===== config.mk =====
export PLATFORM = sky130hd
export DESIGN_NAME = xor_parity_arbiter_flat
export DESIGN_NICKNAME = d
export VERILOG_FILES = /design/src/rtl/xor_parity_arbiter_if.sv /design/src/rtl/xor_parity_arbiter.sv /design/src/flat_wrapper.sv
export SDC_FILE = /design/constraint.sdc
export NUM_CORES = 1
export LEC_CHECK = 0
export BUFFER_PORTS_ARGS = -buffer_cell sky130_fd_sc_hd__clkbuf_2
export CORE_ASPECT_RATIO = 2
export CORE_MARGIN = 8
export CORE_UTILIZATION = 45
export CTS_BUF_LIST = sky130_fd_sc_hd__clkbuf_16
export CTS_CLUSTER_DIAMETER = 120
export DETAILED_ROUTE_END_ITERATION = 7
export GPL_ROUTABILITY_DRIVEN = 0
export PLACE_DENSITY_LB_ADDON = 0.1
export SYNTH_ARGS = -nofsm -noshare
export SYNTH_HDL_FRONTEND = slang
export SYNTH_SLANG_ARGS = --single-unit

===== constraint.sdc =====
create_clock -name clk -period 2.3 [get_ports clk]
set_input_delay 0.345 -clock clk [delete_from_list [all_inputs] [get_ports clk]]
set_output_delay 0.345 -clock clk [all_outputs]
set_load 0.01 [all_outputs]

===== src/rtl/xor_parity_arbiter_if.sv =====
// Request/grant/result bundle between three parity requesters and the shared
// XOR parity arbiter.
interface xor_parity_arbiter_if #(
  parameter int DATA_W = 8
);
  logic [2:0]        req;
  logic [DATA_W-1:0] data0;
  logic [DATA_W-1:0] data1;
  logic [DATA_W-1:0] data2;
  logic [2:0]        odd;
  logic [2:0]        gnt;
  logic              busy;
  logic              done;
  logic [1:0]        done_id;
  logic              parity;

  modport master (
    output req, data0, data1, data2, odd,
    input  gnt, busy, done, done_id, parity
  );

  modport slave (
    input  req, data0, data1, data2, odd,
    output gnt, busy, done, done_id, parity
  );
endinterface


===== src/rtl/xor_parity_arbiter.sv =====
// Round-robin arbiter sharing one 3-input XOR stage among three requesters;
// folds the granted word two bits per cycle and reports tagged parity.
module xor_parity_arbiter #(
  parameter int DATA_W = 8
) (
  input  logic                 clk,
  input  logic                 rst_n,
  xor_parity_arbiter_if.slave  bus
);
  localparam int HALF  = DATA_W / 2;
  localparam int CNT_W = (HALF > 1) ? $clog2(HALF) : 1;

  typedef enum logic [1:0] {IDLE, LOAD, SHIFT, DONE} state_t;

  state_t            r_state;
  logic [1:0]        r_last;
  logic [1:0]        r_win;
  logic [DATA_W-1:0] r_sh;
  logic              r_mode;
  logic              r_acc;
  logic [CNT_W-1:0]  r_cnt;
  logic [2:0]        r_gnt;
  logic              r_busy;
  logic              r_done;
  logic [1:0]        r_done_id;
  logic              r_parity;

  logic [1:0]        w_win;
  logic [1:0]        w_idx;
  logic              w_found;
  logic [DATA_W-1:0] w_data;
  logic              w_mode;
  logic              w_acc_nxt;

  always_comb begin
    w_win   = '0;
    w_idx   = '0;
    w_found = 1'b0;
    for (int unsigned k = 0; k < 3; k++) begin
      w_idx = 2'((32'(r_last) + 32'd1 + k) % 32'd3);
      if (!w_found && bus.req[w_idx]) begin
        w_win   = w_idx;
        w_found = 1'b1;
      end
    end
  end

  always_comb begin
    w_data = bus.data2;
    w_mode = bus.odd[2];
    case (r_win)
      2'd0: begin
        w_data = bus.data0;
        w_mode = bus.odd[0];
      end
      2'd1: begin
        w_data = bus.data1;
        w_mode = bus.odd[1];
      end
      default: ;
    endcase
  end

  assign w_acc_nxt = r_acc ^ r_sh[0] ^ r_sh[1];

  always_ff @(posedge clk or negedge rst_n) begin
    if (!rst_n) begin
      r_state   <= IDLE;
      r_last    <= 2'd2;
      r_win     <= '0;
      r_sh      <= '0;
      r_mode    <= 1'b0;
      r_acc     <= 1'b0;
      r_cnt     <= '0;
      r_gnt     <= '0;
      r_busy    <= 1'b0;
      r_done    <= 1'b0;
      r_done_id <= '0;
      r_parity  <= 1'b0;
    end else begin
      r_gnt  <= '0;
      r_done <= 1'b0;
      case (r_state)
        IDLE: begin
          if (|bus.req) begin
            r_win   <= w_win;
            r_last  <= w_win;
            r_gnt   <= 3'b001 << w_win;
            r_busy  <= 1'b1;
            r_state <= LOAD;
          end
        end
        LOAD: begin
          r_sh    <= w_data;
          r_mode  <= w_mode;
          r_acc   <= 1'b0;
          r_cnt   <= '0;
          r_state <= SHIFT;
        end
        SHIFT: begin
          r_acc <= w_acc_nxt;
          r_sh  <= r_sh >> 2;
          r_cnt <= r_cnt + 1'b1;
          // Result is formed from the final fold so it is registered for the DONE cycle.
          if (r_cnt == CNT_W'(HALF - 1)) begin
            r_done    <= 1'b1;
            r_parity  <= w_acc_nxt ^ r_mode;
            r_done_id <= r_win;
            r_state   <= DONE;
          end
        end
        DONE: begin
          r_busy  <= 1'b0;
          r_state <= IDLE;
        end
        default: r_state <= IDLE;
      endcase
    end
  end

  assign bus.gnt     = r_gnt;
  assign bus.busy    = r_busy;
  assign bus.done    = r_done;
  assign bus.done_id = r_done_id;
  assign bus.parity  = r_parity;
endmodule


===== src/flat_wrapper.sv =====
// flat-port wrapper written by rule: the top's interface ports become plain ports
module xor_parity_arbiter_flat 
#(
  parameter int DATA_W = 8
)
  (clk, rst_n, bus_req, bus_data0, bus_data1, bus_data2, bus_odd, bus_gnt, bus_busy, bus_done, bus_done_id, bus_parity);
  xor_parity_arbiter_if #(.DATA_W(DATA_W)) bus_i ();
  input  logic clk;
  input  logic rst_n;
  input wire logic [$bits(bus_i.req)-1:0] bus_req;
  input wire logic [$bits(bus_i.data0)-1:0] bus_data0;
  input wire logic [$bits(bus_i.data1)-1:0] bus_data1;
  input wire logic [$bits(bus_i.data2)-1:0] bus_data2;
  input wire logic [$bits(bus_i.odd)-1:0] bus_odd;
  output wire logic [$bits(bus_i.gnt)-1:0] bus_gnt;
  output wire logic [$bits(bus_i.busy)-1:0] bus_busy;
  output wire logic [$bits(bus_i.done)-1:0] bus_done;
  output wire logic [$bits(bus_i.done_id)-1:0] bus_done_id;
  output wire logic [$bits(bus_i.parity)-1:0] bus_parity;
  assign bus_i.req = bus_req;
  assign bus_i.data0 = bus_data0;
  assign bus_i.data1 = bus_data1;
  assign bus_i.data2 = bus_data2;
  assign bus_i.odd = bus_odd;
  assign bus_gnt = bus_i.gnt;
  assign bus_busy = bus_i.busy;
  assign bus_done = bus_i.done;
  assign bus_done_id = bus_i.done_id;
  assign bus_parity = bus_i.parity;
  xor_parity_arbiter #(.DATA_W(DATA_W)) u_core (.clk(clk), .rst_n(rst_n), .bus(bus_i));
endmodule

==> flow_summary.toml <==
[job]
drv_cap = 0

[timing]
rsz0062_at_grt = "false"
relSlewSlack_pct = 58.8
fmax_ghz = 0.502
layout_min_cycle_time_ns = 1.99
worstMarginPinSlew_ns = 0.619
finalCritPeriodShare_pct = 86.6
fin_skew_ns = 0.00349
tns_ns = 0
finalHoldViolCount = 0
setup_ws_ns = 0.308
maxSlewViolCount = 0
setup_viol = 0

[global_routing]
track_usage_pct = 12.5
grt_max_degree = 26
grt_pass1_vias = 1323
grt_pass1_wl_um = 5720
grt_remaining_overflow = 0
antenna_found_initial = 0

[critical_path]
crit_path_end_kind = "flip-flop"
cp_data_required_time_ns = 2.50
crit_fanout = 8
critPathSlowestCell = "dfrtp_1"
cpPeakStageDelay_ns = 0.51
r2r_slack_ns = 0.31
arrival_ns = 2.19
start_kind = "flip-flop"
crit_type = "flip-flop to flip-flop"
crit_chain = "inv_1, ha_1, and2b_2, a22oi_2, nand3b_1, o21ai_1, mux2_1"
reg2reg_to = "u_core.r_win[0]"
r2r_cells = 7
r2r-start = "u_core.r_win[0]"

[route]
wl_per_cell_um = 14.8
drt_iter0_drc = 17
drtPass1Iterations = 4
drc = 0
wl_um = 3380
final_antenna_net_count = 0
viasPerCell = 5.39
vias = 1229

[synthesis]
synth-edff-count = 0
synth_largest_area_cell = "dfrtp_1"
ys_warn_count = 0
synth-main-ff-cell = "dfrtp_1"
synth.most_common_cell = "dfrtp_1"
postSynthCellCount = 157
synth.top_cells.by_area = "dfrtp_1 40%, mux2i_1 10%, ha_1 7.5%"
synth_area_um2 = 1490
synth.top_cells.by_count = "24 x dfrtp_1, 15 x mux2i_1, 15 x o21ai_0, 13 x nand2_1"
ys_seq_area_share_pct = 42.0
async_reset_ff_share_pct = 100
syn_avg_cell_area_um2 = 9.52
ys_ff_latch = 25
yosys.area.top_type_share_pct = 40.2
synth_fp_nets = 198
yosysUniqueCellTypes = 34

[clock_network]
post-cts-setup-buffers = 0
cts_root_buffer = "clkbuf_16"
cts_buffer_depth = 2
cts.clk_slew.worst_paths_ns = 0.06
cts_sinks = 25
ctsHoldBuffers = 0
htreeDepth = 1
worst_skew_pair.late_latency_ns = 0.26
postCtsResizedCells = 0
cts_buffers = 3
cts_tree = "built"

[place]
dp_hpwl_um = 2720
port_buffers = 39
post_dp_cell_area_um2 = 1730
pre_cts_slack_ns = 0.317

[floorplan]
rows = 29
initial_core_util_pct = 47.3
io_pins = 40
die-area_um2 = 5530
die_height_um = 97.5
core_region_area_um2 = 3160
die_x_um = 56.7

[power_and_ir_drop]
leakage_nw = 0.884
powerDensity_nw_per_um2 = 1380
power.total_mw = 2.49
irDropWorstVdd_mv = 0.815

[worst_hold_path]
hp-class = "input port to async pin"

[layout]
stdcell_area_um2 = 1810
drive_gt1_share_pct = 27.9
nNetsFinal = 239
area_growth_pct = 21.0
diodes = 0

[status]
run_status = "complete, no violations"
-- cell families (layout without fill, tap and decap cells) --
kind of cell	count (synthesis)	after routing	share of synthesized area (%)
flip-flops	25	25	42.0
adder cells (fa/ha/maj)	9	9	7.54
AO/OA/AOI/OAI	39	39	16.0
buffers and inverters	18	58	4.69
XOR/XNOR	3	3	1.76
AND/OR/NAND/NOR	44	44	15.0
multiplexers	19	19	13.1
-- critical path: cells and delay by family (launching register included) --
kind,cells,cell delay (ns)
flops,1,0.51
compound gates,2,0.42
fa+ha+maj,1,0.39
simple gates,2,0.34
mux,1,0.18
buf+inv,1,0.10
-- routing by layer --
layer	vias to the layer above	global-route usage, %	wire (um)	part of all wire, %
met3	9	2.88	140	4.1
li1	619	-	-	-
met1	569	12.3	1310	39
met2	32	22.8	1830	54
met4	0	6.36	106	3.1
met5	-	0	0	0
-- cells in the final DEF (no fill, tap or decap), types with 2 or more instances in the layout --
cell        n
nand3_1     2
nor3b_1     2
nand3b_1    3
buf_4       3
nand2b_1    2
dfrtp_1    24
o22ai_1     2
ha_1        9
xnor2_1     3
mux2_1      2
o21ai_1     2
mux2_2      2
inv_1      12
nor2b_1     3
and2_1      2
nand2_1    13
a21oi_1    12
clkbuf_16   3
clkbuf_2   39
mux2i_1    15
o21a_1      2
nor2_1     12
o21ai_0    15
-- metrics by stage --
step                      hold slack [ns]  cells  utilization [%]
final                              0.0886    228             57.3
after global routing                0.144    228             57.3
after CTS                           0.111    228             57.3
after detailed placement            0.386    224             54.7
after global placement              0.379    224             54.7
after floorplan                    0.0494    157                -
-- power by group --
group	internal [mW]	total, mW	switching [mW]	leakage (nW)
Combinational	0.602	1.29	0.692	0.535
Clock	0.236	0.392	0.156	0.0371
Sequential	0.645	0.808	0.163	0.312
Total	1.48	2.49	1.01	0.884
-- flip-flops by register name, summed over array words and instances (netlist names) --
name	count
u_core.r_sh	8
u_core.bus.done	1
u_core.r_state	2
u_core.r_last	1
u_core.r_mode	1
u_core.bus.gnt	3
u_core.bus.done_id	2
u_core.bus.parity	1
u_core.r_win	2
u_core.r_cnt	2
u_core.r_acc	1
u_core.bus.busy	1
-- worst max path at each step --
stage                    startpoint           endpoint  cells past startpoint
floorplan           u_core.r_win[0]    u_core.r_win[1]                      8
global placement    u_core.r_win[0]    u_core.r_win[0]                      7
detailed placement  u_core.r_win[0]  u_core.bus.gnt[1]                      7
CTS                 u_core.r_win[0]    u_core.r_win[0]                      7
global route        u_core.r_win[0]    u_core.r_win[0]                      7
finish              u_core.r_win[0]    u_core.r_win[0]                      7
-- area by class of cell --
type	count	area, um2
well taps	31	38.8
inverters	12	45.0
flip-flops and latches	25	627
repair buffers	42	218
fillers	282	1350
clock inverters	1	7.51
multi-input cells	114	797
clock buffers	3	75.1
Power figures use the tool's default switching activity.
